$ cat src/rtl/branch_resolve_pkg.sv
// Shared encodings for the EX-stage branch resolution block: BHT counter
// states, resolver FSM states and the sequential-PC increment.
package branch_resolve_pkg;

   // 2-bit saturating predictor counter states
   typedef enum logic [1:0] {
      BHT_SNT = 2'd0,
      BHT_WNT = 2'd1,
      BHT_WT  = 2'd2,
      BHT_ST  = 2'd3
   } bht_ctr_e;

   // Resolver FSM: REDIRECT is the one-cycle window where the redirect is driven
   typedef enum logic [0:0] {
      ST_IDLE     = 1'b0,
      ST_REDIRECT = 1'b1
   } br_state_e;

   localparam logic [31:0] PC_INC = 32'd4;

   // Counter value every entry returns to on reset
   localparam bht_ctr_e BHT_RESET_VAL = BHT_WNT;

   // Saturating step towards taken (increment) or not-taken (decrement)
   function automatic bht_ctr_e bht_sat_update(input bht_ctr_e ctr, input logic taken);
      bht_ctr_e nxt;
      nxt = ctr;
      unique case (ctr)
         BHT_SNT: nxt = taken ? BHT_WNT : BHT_SNT;
         BHT_WNT: nxt = taken ? BHT_WT  : BHT_SNT;
         BHT_WT:  nxt = taken ? BHT_ST  : BHT_WNT;
         BHT_ST:  nxt = taken ? BHT_ST  : BHT_WT;
         default: nxt = BHT_RESET_VAL;
      endcase
      return nxt;
   endfunction

   // A counter predicts taken in either of its two upper states
   function automatic logic bht_predict(input bht_ctr_e ctr);
      return (ctr == BHT_WT) || (ctr == BHT_ST);
   endfunction

endpackage

$ cat src/rtl/bht_counter_table.sv
// Branch history table: 2^IDX_BITS two-bit saturating counters with one
// combinational read port and one synchronous update port.
module bht_counter_table
   import branch_resolve_pkg::*;
#(
   parameter int unsigned IDX_BITS = 4
) (
   input  logic                clk,
   input  logic                reset,
   input  logic [IDX_BITS-1:0] i_rd_idx,
   output bht_ctr_e            o_rd_ctr,
   input  logic                i_wr_en,
   input  logic [IDX_BITS-1:0] i_wr_idx,
   input  logic                i_wr_taken
);

   localparam int unsigned ENTRIES = 1 << IDX_BITS;

   bht_ctr_e r_ctr [ENTRIES];

   // Counter storage: reset all to weakly not-taken, else apply one update
   always_ff @(posedge clk) begin
      if (!reset) begin
         for (int i = 0; i < ENTRIES; i++) begin
            r_ctr[i] <= BHT_RESET_VAL;
         end
      end else if (i_wr_en) begin
         r_ctr[i_wr_idx] <= bht_sat_update(r_ctr[i_wr_idx], i_wr_taken);
      end
   end

   // Read sees the registered value, so a same-cycle update is not forwarded
   always_comb begin
      o_rd_ctr = r_ctr[i_rd_idx];
   end

endmodule

$ cat src/rtl/branch_resolve.sv
// EX-stage conditional branch resolution: checks the carried prediction
// against the compare result, issues a one-cycle redirect/flush on a
// mispredict, trains the BHT and keeps resolve/mispredict statistics.
module branch_resolve
   import branch_resolve_pkg::*;
#(
   parameter int unsigned BHT_BITS = 4
) (
   input  logic        clk,
   input  logic        reset,
   input  logic        stall,
   input  logic        br_valid,
   input  logic [31:0] br_pc,
   input  logic [31:0] br_target,
   input  logic        br_pred_taken,
   input  logic        cmp_s,
   input  logic [31:0] if_pc,
   output logic        if_pred_taken,
   output logic        redirect_valid,
   output logic [31:0] redirect_pc,
   output logic        flush,
   output logic [15:0] br_count,
   output logic [15:0] mispred_count
);

   br_state_e   r_state;
   br_state_e   w_state_nxt;
   logic [31:0] r_redirect_pc;
   logic [15:0] r_br_count;
   logic [15:0] r_mispred_count;

   logic        w_shadow;
   logic        w_resolve;
   logic        w_mispred;
   logic [31:0] w_fix_pc;
   bht_ctr_e    w_if_ctr;

   // Branch qualification: wrong-path branches in the redirect cycle are dropped
   always_comb begin
      w_shadow  = (r_state == ST_REDIRECT);
      w_resolve = br_valid && !stall && !w_shadow;
      w_mispred = w_resolve && (cmp_s != br_pred_taken);
      w_fix_pc  = cmp_s ? br_target : (br_pc + PC_INC);
   end

   bht_counter_table #(
      .IDX_BITS (BHT_BITS)
   ) u_bht (
      .clk        (clk),
      .reset      (reset),
      .i_rd_idx   (if_pc[BHT_BITS+1:2]),
      .o_rd_ctr   (w_if_ctr),
      .i_wr_en    (w_resolve),
      .i_wr_idx   (br_pc[BHT_BITS+1:2]),
      .i_wr_taken (cmp_s)
   );

   // Fetch-side prediction straight from the table
   always_comb begin
      if_pred_taken = bht_predict(w_if_ctr);
   end

   // FSM state register; stall freezes a pending redirect
   always_ff @(posedge clk) begin
      if (!reset) begin
         r_state <= ST_IDLE;
      end else if (!stall) begin
         r_state <= w_state_nxt;
      end
   end

   // FSM next state: redirect lasts one non-stalled cycle
   always_comb begin
      w_state_nxt = r_state;
      unique case (r_state)
         ST_IDLE:     w_state_nxt = w_mispred ? ST_REDIRECT : ST_IDLE;
         ST_REDIRECT: w_state_nxt = ST_IDLE;
         default:     w_state_nxt = ST_IDLE;
      endcase
   end

   // FSM outputs
   always_comb begin
      redirect_valid = (r_state == ST_REDIRECT);
      flush          = redirect_valid;
      redirect_pc    = r_redirect_pc;
   end

   // Corrected PC is captured only on a mispredict and held otherwise
   always_ff @(posedge clk) begin
      if (!reset) begin
         r_redirect_pc <= '0;
      end else if (w_mispred) begin
         r_redirect_pc <= w_fix_pc;
      end
   end

   // Statistics counters, wrapping naturally at 16 bits
   always_ff @(posedge clk) begin
      if (!reset) begin
         r_br_count      <= '0;
         r_mispred_count <= '0;
      end else begin
         if (w_resolve) begin
            r_br_count <= r_br_count + 16'd1;
         end
         if (w_mispred) begin
            r_mispred_count <= r_mispred_count + 16'd1;
         end
      end
   end

   // Counter outputs
   always_comb begin
      br_count      = r_br_count;
      mispred_count = r_mispred_count;
   end

endmodule

$ cat config.mk
export PLATFORM = sky130hd
export DESIGN_NAME = branch_resolve
export DESIGN_NICKNAME = d
export VERILOG_FILES = /design/src/rtl/branch_resolve_pkg.sv /design/src/rtl/bht_counter_table.sv /design/src/rtl/branch_resolve.sv
export SDC_FILE = /design/constraint.sdc
export NUM_CORES = 1
export LEC_CHECK = 0
export CAP_MARGIN = 20
export CELL_PAD_IN_SITES_DETAIL_PLACEMENT = 1
export CELL_PAD_IN_SITES_GLOBAL_PLACEMENT = 1
export CORE_ASPECT_RATIO = 0.6
export CORE_MARGIN = 4
export CORE_UTILIZATION = 33
export DETAILED_ROUTE_END_ITERATION = 7
export PLACE_DENSITY_LB_ADDON = 0.08
export SETUP_SLACK_MARGIN = 0.15
export SLEW_MARGIN = 20
export SYNTH_ARGS = -nofsm -noshare
export SYNTH_HDL_FRONTEND = slang
export SYNTH_SLANG_ARGS = --single-unit
$ cat constraint.sdc
create_clock -name clk -period 3 [get_ports clk]
set_input_delay 0.6 -clock clk [delete_from_list [all_inputs] [get_ports clk]]
set_output_delay 0.6 -clock clk [all_outputs]
set_load 0.05 [all_outputs]
==> metrics.md <==
| Metric | Value |
|---|---|
| Dpl cell area | `0.006859 sq mm` |
| Arr. time, crit path | `2190 ps` |
| Max Cap Viol | `0` |
| Syn nets | `680` |
| Max IR drop VDD | `0.0002143 V` |
| Gate Count Post-Synth | `572` |
| Die width | `169.7 microns` |
| Actual slew at the worst max-slew pin | `680.7 ps` |
| Worst path required time | `2400 ps` |
| Final setup viols | `0` |
| Post-CTS Setup Bufs | `0` |
| Design area | `0.007174 sq mm` |
| Grt ovf | `0` |
| Final core utilization | `46.67%` |
| Setup WS post-layout | `212.8 ps` |
| Clk sink count | `97` |
| Syn Area/Cell | `9.054 sq um` |
| EDFF count, synth | `32` |
| Antenna violations before repair | `1` |
| Synthesized flop and latch total | `97` |
| Setup CP Type | `in -> out` |
| Final antenna diode count | `0` |
| Vias per inst | `5.275` |
| Post-synth ARST share | `0%` |
| Placer Congestion | `0.8333` |
| CP endpoint | `if_pred_taken` |
| Worst reg2reg endpoint | `redirect_pc[14]` |
| H-tree Lvls | `3` |
| WL met2 | `7456 microns` |
| CTS tree | `done` |
| Top cells by area, synth | `dfxtp_1, edfxtp_1, mux4_2` |
| Worst skew pair latency | `340 ps` |
| Placed insts | `897` |
| Hold_buf cts | `0` |
| Worst slew margin | `54.34%` |
| Max FO, Critical Path | `4` |
| First-pass GRT wire length | `27440 microns` |
| Die ar. | `0.01783 sq mm` |
| Critical-path top delay cell | `clkdlybuf4s50_1` |
| DR WL met3 | `1146 microns` |
| Final Non-Filler Cells | `913` |
| Iter 0 DRT Violations | `222` |
| DR top layer | `met5` |
| Clock Pin Slew Worst Setup and Hold Paths | `70 ps` |
| Port bufs | `140` |
| Cell taking the most area after synthesis | `dfxtp_1` |
| Core Rows | `35` |
| CP delay by family, top | `multiplexers` |
| Post-DP HPWL | `13100 microns` |
| Status | `completed` |
| CTS Buf Count | `9` |
| Final Hold Vio Count | `0` |
| Layout net count | `813` |
| Ys flop type | `dfxtp_1` |
| Worst path max stage delay | `570 ps` |
| RR Startpoint | `flush` |
| Reg2Reg Depth | `5` |
| GRT Total Usage | `19.32%` |
| First drt pass iteration count | `4` |
| Leakage | `2.443 nW` |
| FMAX | `358.8 MHz` |
| Seq/Total Area, Yosys | `43.68%` |
| Critical path capture point type | `primary output` |
| Worst Hold Class | `reg -> reg` |
| Initial core utilization | `33.69%` |
| Detailed Route WL | `17200 microns` |
| RSZ-0062 raised after global routing | `false` |
| Critical path launch point type | `primary input` |
| Max clock buf depth | `2` |
| Die height | `105.0 microns` |
| Cell mode on critical path | `mux4_2` |
| Area delta synth->final | `38.54%` |
| Internal reg-to-reg setup slack | `880 ps` |
| Overall power | `3.171 mW` |
| Most common cell in the synthesized netlist | `nand2_1` |
| Yosys top cell area share | `25.13%` |
| Critical path, cell by cell | `clkdlybuf4s50_1 -> mux4_2 -> mux4_2 -> buf_4` |
| Synth Warn # | `0` |
| WP depth | `4` |
| Vias in the first global route | `4883` |
| Max-slew violations | `0` |
| DR WL/cell | `18.84 microns` |
| CP startpoint | `if_pc[3]` |
| Worst Path Buf+Inv | `2` |
| Cell Pwr Density | `441.9 mW/mm^2` |
| Crit path time final | `2787 ps` |
| Post-Syn Area | `0.005179 sq mm` |
| Pre-CTS setup slack | `-79.40 ps` |
| Root buffer cell | `clkbuf_16` |
| Largest net degree at the start of global routing | `42` |
| Io pins | `169` |
| Period utilization | `92.91%` |
| Skew final | `8.971 ps` |
| DRT met1 WL | `8505 microns` |
| DRT antenna net count | `0` |
| Ratio of cells with drive above 1 in the final layout | `8.028%` |
| Count of different cell masters after synthesis | `50` |
| CORE AREA | `0.01537 sq mm` |
| Vias post-DR | `4816` |
| Commonest cells in the netlist | `nand2_1, dfxtp_1, nor2_1, nand3_1, edfxtp_1` |
| DRC Markers | `0` |
worst min path at each step:
stage,startpoint,endpoint,slack (ps),depth (start not counted)
final,redirect_pc[8],redirect_pc[8],450,2
after global routing,redirect_pc[8],redirect_pc[8],470,2
after CTS,redirect_pc[7],redirect_pc[7],460,2
after global placement,redirect_pc[7],redirect_pc[7],440,2
after detailed placement,redirect_pc[7],redirect_pc[7],450,2
after floorplan,redirect_pc[4],redirect_pc[4],670,2
layout by cell type, fill, tap and decap left out, types with 6 or more instances in the layout:
cell / Yosys / routed
nand4_1: 22 / 22
ha_1: 6 / 6
mux2i_1: 8 / 8
and2_1: 6 / 6
nor3_1: 14 / 14
o21ai_0: 16 / 16
dfxtp_1: 65 / 65
clkdlybuf4s50_1: 0 / 138
nor2_1: 53 / 53
clkbuf_16: 0 / 11
xor2_1: 22 / 22
and3_1: 24 / 24
nand2_1: 71 / 71
o22ai_1: 10 / 10
buf_4: 3 / 19
and4_1: 7 / 7
nand3_1: 39 / 39
a21oi_1: 26 / 26
inv_1: 11 / 11
or3_1: 10 / 10
edfxtp_1: 32 / 32
xnor2_1: 24 / 24
mux4_2: 13 / 13
worst reg2reg max path, stage by stage (launching register included):
cell and delay (ps):
dfxtp_1 360, nor3b_2 420, nand2_1 130, nor2_1 370, nand2_1 440, o221ai_1 320
sequential cells by signal, summed over array words and instances (netlist names):
| register | cells |
|---|---|
| redirect_pc | 32 |
| u_bht.r_ctr | 32 |
| flush | 1 |
| mispred_count | 16 |
| br_count | 16 |
layout make-up:
cell class / count / area [sq um]
fillers: 1761 / 8197
multi-input cells: 423 / 2700
flip-flops and latches: 97 / 2262
repair buffers: 161 / 1594
clock buffers: 12 / 279.0
well taps: 203 / 254.0
inverters: 13 / 48.80
clock inverters: 4 / 36.28
cell families after synthesis:
group / Yosys count / share of synthesized area (%)
XOR/XNOR: 46 / 7.780
buffers and inverters: 52 / 4.276
adder cells (fa/ha/maj): 8 / 1.884
AND/OR/NAND/NOR: 269 / 25.85
AO/OA/AOI/OAI: 79 / 9.326
flip-flops: 97 / 43.68
multiplexers: 21 / 7.200
where the power goes:
group          switching, mW  internal [mW]
registers             0.0240           1.39
clock network          0.548          0.677
logic                  0.303          0.231
total                  0.875           2.30
routing by layer:
layer	track usage, %	up-vias
met5	0	-
met4	3.274	2
met3	5.520	8
met2	28.49	117
met1	28.42	2361
li1	-	2328
metrics by stage:
stage          setup TNS, ps  hold WS (ps)
6_report                   0         454.0
5_1_grt                    0         474.6
3_3_place_gp          -58.60         444.0
2_1_floorplan              0         671.1
3_5_place_dp          -79.40         448.5
4_1_cts                    0         456.8
what timing repair did:
action / CTS / global route
cloned: 0 / 0
setup endpoints to repair: 1 / 1
resized for setup: 1 / 1
(Power assumes the default switching activity.)
